**config.mk**
```make
export PLATFORM = sky130hd
export DESIGN_NAME = unrotate_buffer
export DESIGN_NICKNAME = d
export VERILOG_FILES = /design/src/rtl/unrotate_buffer.sv
export SDC_FILE = /design/constraint.sdc
export NUM_CORES = 1
export LEC_CHECK = 0
export CORE_ASPECT_RATIO = 0.75
export CORE_MARGIN = 3
export CORE_UTILIZATION = 35
export DETAILED_ROUTE_END_ITERATION = 8
export GPL_TIMING_DRIVEN = 0
export PLACE_DENSITY = 0.57
export SETUP_SLACK_MARGIN = 0.05
export SLEW_MARGIN = 20
export SYNTH_ARGS = -nofsm -noshare
export SYNTH_HDL_FRONTEND = slang
export SYNTH_SLANG_ARGS = --single-unit
export TNS_END_PERCENT = 50
```
**constraint.sdc**
```tcl
create_clock -name clk -period 2.6 [get_ports clk]
set_input_delay 0.39 -clock clk [delete_from_list [all_inputs] [get_ports clk]]
set_output_delay 0.39 -clock clk [all_outputs]
set_load 0.05 [all_outputs]
```
**src/rtl/unrotate_buffer.sv**
```systemverilog
// Streaming inverse of the 4x4 byte-matrix rotation: buffers a rotated 16-byte block and replays it un-rotated.
// Optional UNROTATE_PINGPONG_EN builds two banks so fill and drain overlap; undefined builds a single FILL/DRAIN bank.
module unrotate_buffer #(
   parameter int DATA_W = 8
) (
   input  logic              clk,
   input  logic              rst,
   input  logic              in_valid,
   output logic              in_ready,
   input  logic [DATA_W-1:0] in_data,
   input  logic              in_dir,
   output logic              out_valid,
   input  logic              out_ready,
   output logic [DATA_W-1:0] out_data,
   output logic              out_last,
   output logic              blk_done
);

   // Buffer index of received byte R[r][c] that becomes output position n = 4i+j.
   function automatic logic [3:0] src_idx(input logic dir, input logic [3:0] n);
      logic [1:0] i;
      logic [1:0] j;
      i = n[3:2];
      j = n[1:0];
      return dir ? {2'd3 - j, i} : {j, 2'd3 - i};
   endfunction

   logic       in_hs;
   logic       out_hs;
   logic [3:0] wcnt;
   logic [3:0] rcnt;

   assign in_hs  = in_valid && in_ready;
   assign out_hs = out_valid && out_ready;

`ifdef UNROTATE_PINGPONG_EN

   logic [DATA_W-1:0] mem [2][16];
   logic [1:0]        full;
   logic [1:0]        dir_q;
   logic              wbank;
   logic              rbank;
   logic              run;

   assign in_ready  = run && !full[wbank];
   assign out_valid = full[rbank];
   assign out_data  = out_valid ? mem[rbank][src_idx(dir_q[rbank], rcnt)] : '0;
   assign out_last  = out_valid && (rcnt == 4'd15);

   // Fill completion and drain completion always target different banks, so both may land on one edge.
   always_ff @(posedge clk) begin
      if (rst) begin
         for (int unsigned b = 0; b < 2; b++)
            for (int unsigned k = 0; k < 16; k++)
               mem[b][k] <= '0;
         full     <= '0;
         dir_q    <= '0;
         wbank    <= 1'b0;
         rbank    <= 1'b0;
         run      <= 1'b0;
         wcnt     <= '0;
         rcnt     <= '0;
         blk_done <= 1'b0;
      end else begin
         run      <= 1'b1;
         blk_done <= 1'b0;
         if (in_hs) begin
            mem[wbank][wcnt] <= in_data;
            wcnt             <= wcnt + 4'd1;
            if (wcnt == 4'd0)
               dir_q[wbank] <= in_dir;
            if (wcnt == 4'd15) begin
               full[wbank] <= 1'b1;
               wbank       <= ~wbank;
            end
         end
         if (out_hs) begin
            rcnt <= rcnt + 4'd1;
            if (rcnt == 4'd15) begin
               full[rbank] <= 1'b0;
               rbank       <= ~rbank;
               blk_done    <= 1'b1;
            end
         end
      end
   end

`else

   typedef enum logic [1:0] {IDLE, FILL, DRAIN} state_t;

   state_t            state;
   state_t            state_next;
   logic [DATA_W-1:0] mem [16];
   logic              dir_q;

   always_comb begin
      state_next = state;
      in_ready   = 1'b0;
      out_valid  = 1'b0;
      case (state)
         IDLE:    state_next = FILL;
         FILL: begin
            in_ready = 1'b1;
            if (in_valid && wcnt == 4'd15)
               state_next = DRAIN;
         end
         DRAIN: begin
            out_valid = 1'b1;
            if (out_ready && rcnt == 4'd15)
               state_next = FILL;
         end
         default: state_next = IDLE;
      endcase
   end

   assign out_data = out_valid ? mem[src_idx(dir_q, rcnt)] : '0;
   assign out_last = out_valid && (rcnt == 4'd15);

   always_ff @(posedge clk) begin
      if (rst) begin
         state <= IDLE;
         for (int unsigned k = 0; k < 16; k++)
            mem[k] <= '0;
         dir_q    <= 1'b0;
         wcnt     <= '0;
         rcnt     <= '0;
         blk_done <= 1'b0;
      end else begin
         state    <= state_next;
         blk_done <= 1'b0;
         if (in_hs) begin
            mem[wcnt] <= in_data;
            wcnt      <= wcnt + 4'd1;
            if (wcnt == 4'd0)
               dir_q <= in_dir;
         end
         if (out_hs) begin
            rcnt <= rcnt + 4'd1;
            if (rcnt == 4'd15)
               blk_done <= 1'b1;
         end
      end
   end

`endif

endmodule

```
==> results of run 1 <==
==> kinds of logic (layout without fill, tap and decap cells) <==
kind of cell	after synthesis	in the layout	synth area share (%)
AO/OA/AOI/OAI	76	76	6.420
XOR/XNOR	4	4	0.4563
adder cells (fa/ha/maj)	5	5	0.8147
buffers and inverters	50	120	3.014
flip-flops	140	140	53.19
multiplexers	125	125	17.45
AND/OR/NAND/NOR	261	261	18.66
==> flip-flops by register name, indices dropped and copies added, names as in the netlist <==
signal,count
rcnt,4
mem,128
wcnt,4
state,2
blk_done,1
dir_q,1
==> metal layers <==
| layer | track usage [%] | wire length (µm) | vias to the layer above |
|---|---|---|---|
| met3 | 5.348 | 1746 | 41 |
| met5 | 0 | 0 | - |
| li1 | - | - | 2524 |
| met2 | 29.92 | 10120 | 228 |
| met4 | 6.236 | 382 | 0 |
| met1 | 28.41 | 10680 | 2791 |
==> cell usage after synthesis (all sizes together) <==
library cell,number
a2bb2oi,1
a41oi,7
inv,5
or3,2
dfxtp,12
mux2i,117
nand2b,5
nand3,36
a22oi,30
nand4b,1
o22ai,1
nand2,39
and4bb,1
o32ai,1
o21ai,2
ha,5
xnor2,1
edfxtp,128
nor2b,3
nor3,5
or2,15
a21oi,33
mux2,1
nor2,24
and2,129
xor2,3
clkbuf,23
o21bai,1
mux4,7
buf,22
nand4,1
==> layout make-up <==
type	instances	area (µm²)	share of cell area, %
Timing Repair Buffer	38	380.4	3.965
Inverter	5	18.77	0.1956
Clock buffer	18	429.2	4.473
Multi-Input combinational cell	471	3680	38.35
Sequential cell	140	4089	42.62
Clock inverter	14	193.9	2.021
Buffer	45	442.9	4.617
Tap cell	288	360.3	3.756
==> through the flow <==
stage	util, %	setup slack, ps	hold slack (ps)	power, W
CTS	43.96	-92.23	525.8	0.005425
floorplan	-	99.95	481.4	0.002737
global route	44.93	-140.8	580.7	0.005574
global placement	38.80	-683.8	501.4	0.002842
detailed placement	38.80	-775.9	517.7	0.002854
finish	44.93	-82.57	520.4	0.005420
==> power groups by stage <==
stage               sequential [W]  combinational, W  clock, W
finish                     0.00258          0.000244   0.00260
global route               0.00259          0.000266   0.00272
CTS                        0.00258          0.000239   0.00261
detailed placement         0.00262          0.000230         0
global placement           0.00262          0.000223         0
floorplan                  0.00261          0.000131         0
==> worst max-delay path by stage <==
stage,startpoint,to,depth (start not counted)
global route,rcnt[2],out_data[6],6
CTS,rcnt[2],out_data[5],8
detailed placement,rcnt[2],out_data[5],8
floorplan,rcnt[2],out_data[0],7
global placement,rcnt[2],out_data[5],8
finish,rcnt[2],out_data[6],6
==> critical path, delay by kind of cell (launching register included) <==
kind                   cells  cell delay [ps]
muxes                      2              990
and+or+nand+nor            1               80
buffers and inverters      2              350
AOI/OAI and AO/OA          1              110
DFF                        1              330
==> what timing repair did <==
item                                    in CTS  in global routing
hold buffers                                 0                  0
endpoints found under the hold margin        0                  0
gates resized for setup                    156                 49
endpoints found under the setup margin      25                 65
gates cloned                                 1                  0
buffers inserted                            10                  3
pin swaps                                   17                 16
==> metrics.txt, run 1 <==
status finished with violations; failing checks setup timing; FF-to-FF setup slack 220 ps; DR pass1 iterations 5; logic gate share of total power 4.5%; initial antenna violation count 1; setup violators final 6; Placed Area 8284 µm²; antenna diode count 0; vias 5584; Mapped Area 7679 µm²; die area 23770 µm²; unrepaired setup endpoints after global routing yes; fin nets 736; Synthesized Nets 679; Worst VDD drop 320.5 µV; Boundary Pins 25; Power Dens Cells 564.9 nW/µm²; worst-path fanout max 8; Routed WL 22930 µm; final non-filler cell total 1019; crit-path max cell delay 500 ps; Clk pwr share 48.0%; Fin. Hold Viols 0; Worst Hold Path Cells 2; Pint 0.004216 W; Die W 177.0 µm; Most Frequent Cell on Critical Path mux4_2; Area Overhead vs Synth 24.95%; gr usage total 20.01%; Yosys top cell by area edfxtp_1; Switching Share 22.21%; htree depth 4; CTS tree yes; max_slew headroom 23.64%; most frequent cells in the layout and2_1, edfxtp_1, mux2i_1; DR vias/cell 5.480; RD Place Congestion 0.8796; Req. time, crit path 2210 ps; Fillers 1916; setup slack after layout -82.57 ps; worst-case clock buffer depth 2; max-slew violations 0; DRC Markers 0; Starting Density 35.96%; maximum clock frequency 372.8 MHz; CP max-delay cell mux4_2; HP Class flip-flop to flip-flop; Syn Area/Cell 11.62 µm²; register area share after synthesis 53.19%; fin area 9594 µm²; CTS buffer count 17; Switch Pwr 0.001204 W; most common cell after layout, fill and taps aside and2_1; hold path startpoint wcnt[1]; total gr overflow 0; DRT iter0 DRCs 562; placed cell count 973; CTS clock-pin slew for the worst setup and hold paths 60 ps; core area 21350 µm²; setup_tns -268.4 ps; global-route wire length before repair 34490 µm; dpl hpwl 16610 µm; classification of the worst setup path flip-flop to primary output; clock sink count 140; antenna viol nets, final 0; YS warnings 0; fin crit share 103.2%; startpoint type of the worst setup path flip-flop; Post-Syn Instances 661; top cell type's share of synthesized area 50.06%; R2R depth 5; top post-synthesis cells by area edfxtp_1, mux2i_1, and2_1; R2R Path End mem[4][3]; worst slew pin tran 1143 ps; Worst EP arrival 2290 ps; R2R Path Start state[0]; max-cap violation count 0; # rows 46; vias in the first global route 5857; Max Clock Skew 7.670 ps; crit path time final 2683 ps; Unique masters post-synth 34; sequential power share 47.5%; share of layout cells above drive strength 1 20.79%; critical-path cell list buf_8 > mux4_2 > mux4_2 > o22ai_2 > nor3_2 > buf_6; CTS root buffer clkbuf_16; Worst setup EP type primary output; clk_lat worst skew 430 ps; largest net degree at the start of global routing 17; Die Span Y 134.3 µm; DR WL/cell 22.50 µm; WHS Endpoint wcnt[1]; LEAKAGE 3.038 nW; flops & latches, synth 140; port bufs 24
Note: power is estimated with default switching activity, not from simulation.
==> inputs of run 2 (changes only) <==
RECOVER_POWER = 50   (was default)
SETUP_SLACK_MARGIN = 0.3   (was 0.05)
==> run 2 against run 1 <==
The flow still finishes with violations (setup timing). Sequential power barely moved. Power fell by 6.1%. Design area fell by 0.55%. Via count fell by 0.68%. Cell count fell by 0.39%. Clock-buffer cell count fell by 1. Critical endpoint is now out_data[5]. First-iteration DRC count rose by 3.7%. Largest cell class unchanged. Combinational power rose by 4%. Setup slack got worse by 57 ps.
==> metrics.txt, run 2 (synthesized netlist as in run 1, its figures left out) <==
status finished with violations; failing checks setup timing; vias 5546; most frequent cells in the layout and2_1, edfxtp_1, mux2i_1; fin nets 731; Fillers 1956; largest net degree at the start of global routing 17; antenna viol nets, final 0; DR WL/cell 23.57 µm; max-cap violation count 0; dpl hpwl 16930 µm; Reg with most FFs mem; Req. time, crit path 2210 ps; maximum clock frequency 365.0 MHz; Die W 177.0 µm; top sig layer met4; crit path time final 2739 ps; Placed Area 8307 µm²; max-slew violations 0; clock sink count 140; Worst EP arrival 2350 ps; DR pass1 iterations 5; CTS clock-pin slew for the worst setup and hold paths 60 ps; Power Dens Cells 533.3 nW/µm²; total gr overflow 0; Post-CTS Hold Buffers 0; met3 routed wirelength 1816 µm; classification of the worst setup path flip-flop to primary output; Worst setup EP type primary output; Area Overhead vs Synth 24.26%; startpoint type of the worst setup path flip-flop; CTS tree yes; port bufs 24; htree depth 4; core area 21350 µm²; Die Span Y 134.3 µm; # rows 46; initial antenna violation count 1; DRT iter0 DRCs 583; Fin. Hold Viols 0; HP Class flip-flop to flip-flop; DR vias/cell 5.464; clk_lat worst skew 430 ps; max_slew headroom 55.49%; fin crit share 105.4%; RD Place Congestion 0.8948; DRC Markers 0; gr usage total 20.55%; metal2 WL 10660 µm; vias in the first global route 5787; FF-to-FF setup slack 440 ps; worst-case clock buffer depth 2; worst-path fanout max 10; unrepaired setup endpoints after global routing yes; LEAKAGE 2.993 nW; fin area 9542 µm²; global-route wire length before repair 35250 µm; share of layout cells above drive strength 1 22.87%; Max Clock Skew 7.630 ps; worst slew pin tran 665.3 ps; Worst VDD drop 263.6 µV; Boundary Pins 25; Largest regs mem x128, rcnt x4, wcnt x4; most common cell after layout, fill and taps aside and2_1; Routed WL 23920 µm; die area 23770 µm²; CTS root buffer clkbuf_16; Design Power 0.005089 W; max reg flops 128; setup violators final 8; met1 WL 11050 µm; CTS buffer count 17; Starting Density 35.96%; setup slack after layout -139.5 ps
run 2: cell count changes in the layout (fill, tap and decap cells not counted), sizes merged:
cell | previous run | this run
buf | 46 | 40
bufinv | 4 | 0
clkinv | 5 | 8
clkdlybuf4s50 | 15 | 13
clkbuf | 39 | 40
clkdlybuf4s15 | 1 | 0
clkinvlp | 3 | 4
diode | 0 | 1
dlygate4sd2 | 0 | 1
dlymetal6s2s | 0 | 1
inv | 7 | 8
run 2: path summary, 6_finish.rpt:
kind / from / endpoint / cells after the start
hold reg to reg: wcnt[1] / wcnt[1] / 2
setup reg to reg: state[0] / mem[8][0] / 5
hold / removal: wcnt[1] / wcnt[1] / 2
setup / recovery: rcnt[2] / out_data[5] / 8
run 2: where the power goes:
part	internal (W)	leakage, nW	switching (W)
registers	0.00253	1.42	0.0000451
logic	0.0000847	1.32	0.000168
clock network	0.00123	0.254	0.00103
total	0.00384	2.99	0.00125
run 2: cell type report:
cell class | instances | area (µm²) | share of cell area [%]
Tap cell | 288 | 360.3 | 3.777
Buffer | 45 | 431.7 | 4.524
Clock buffer | 17 | 425.4 | 4.458
Sequential cell | 140 | 4089 | 42.85
Inverter | 5 | 18.77 | 0.1967
Multi-Input combinational cell | 471 | 3752 | 39.33
Clock inverter | 15 | 117.6 | 1.233
Antenna cell | 1 | 2.502 | 0.02623
Timing Repair Buffer | 33 | 344.1 | 3.606
run 2: per-layer routing:
metal  track usage [%]  up-vias
li1                  -     2514
met1             29.70     2794
met2             31.54      213
met3             4.075       25
met4             5.626        0
met5                 0        -
run 2: metrics by stage:
stage	worst slack [ps]	setup TNS (ps)	util (%)	cells	hold slack, ps
6_report	-139.5	-499.5	44.69	1015	513.1
5_1_grt	-143.6	-741.8	44.67	1014	546.6
4_1_cts	-94.57	-343.1	43.69	1009	513.8
3_5_place_dp	-846.1	-37440	38.90	973	505.0
3_3_place_gp	-819.2	-33080	38.90	973	498.7
2_1_floorplan	99.95	0	-	661	481.4
run 2: worst max-delay path: stages, from the launching register on:
cell and delay, ps:
dfxtp_2 330, buf_12 140, buf_12 140, buf_12 150, mux2i_1 140, a22oi_2 310, nand3_2 140, a41oi_4 330
buf_6 210
run 2: timing repair:
action / in CTS / in global routing
gates resized for setup: 186 / 39
pin swaps: 17 / 13
endpoints found under the hold margin: 0 / 0
setup buffers: 3 / 4
cloned: 1 / 1
setup endpoints to repair: 90 / 124
==> inputs of run 3 (changes only) <==
CTS_CLUSTER_DIAMETER = 100   (was default)
==> results of run 3 <==
Same layout as run 2: the final DEF is identical, and so are final timing and power.
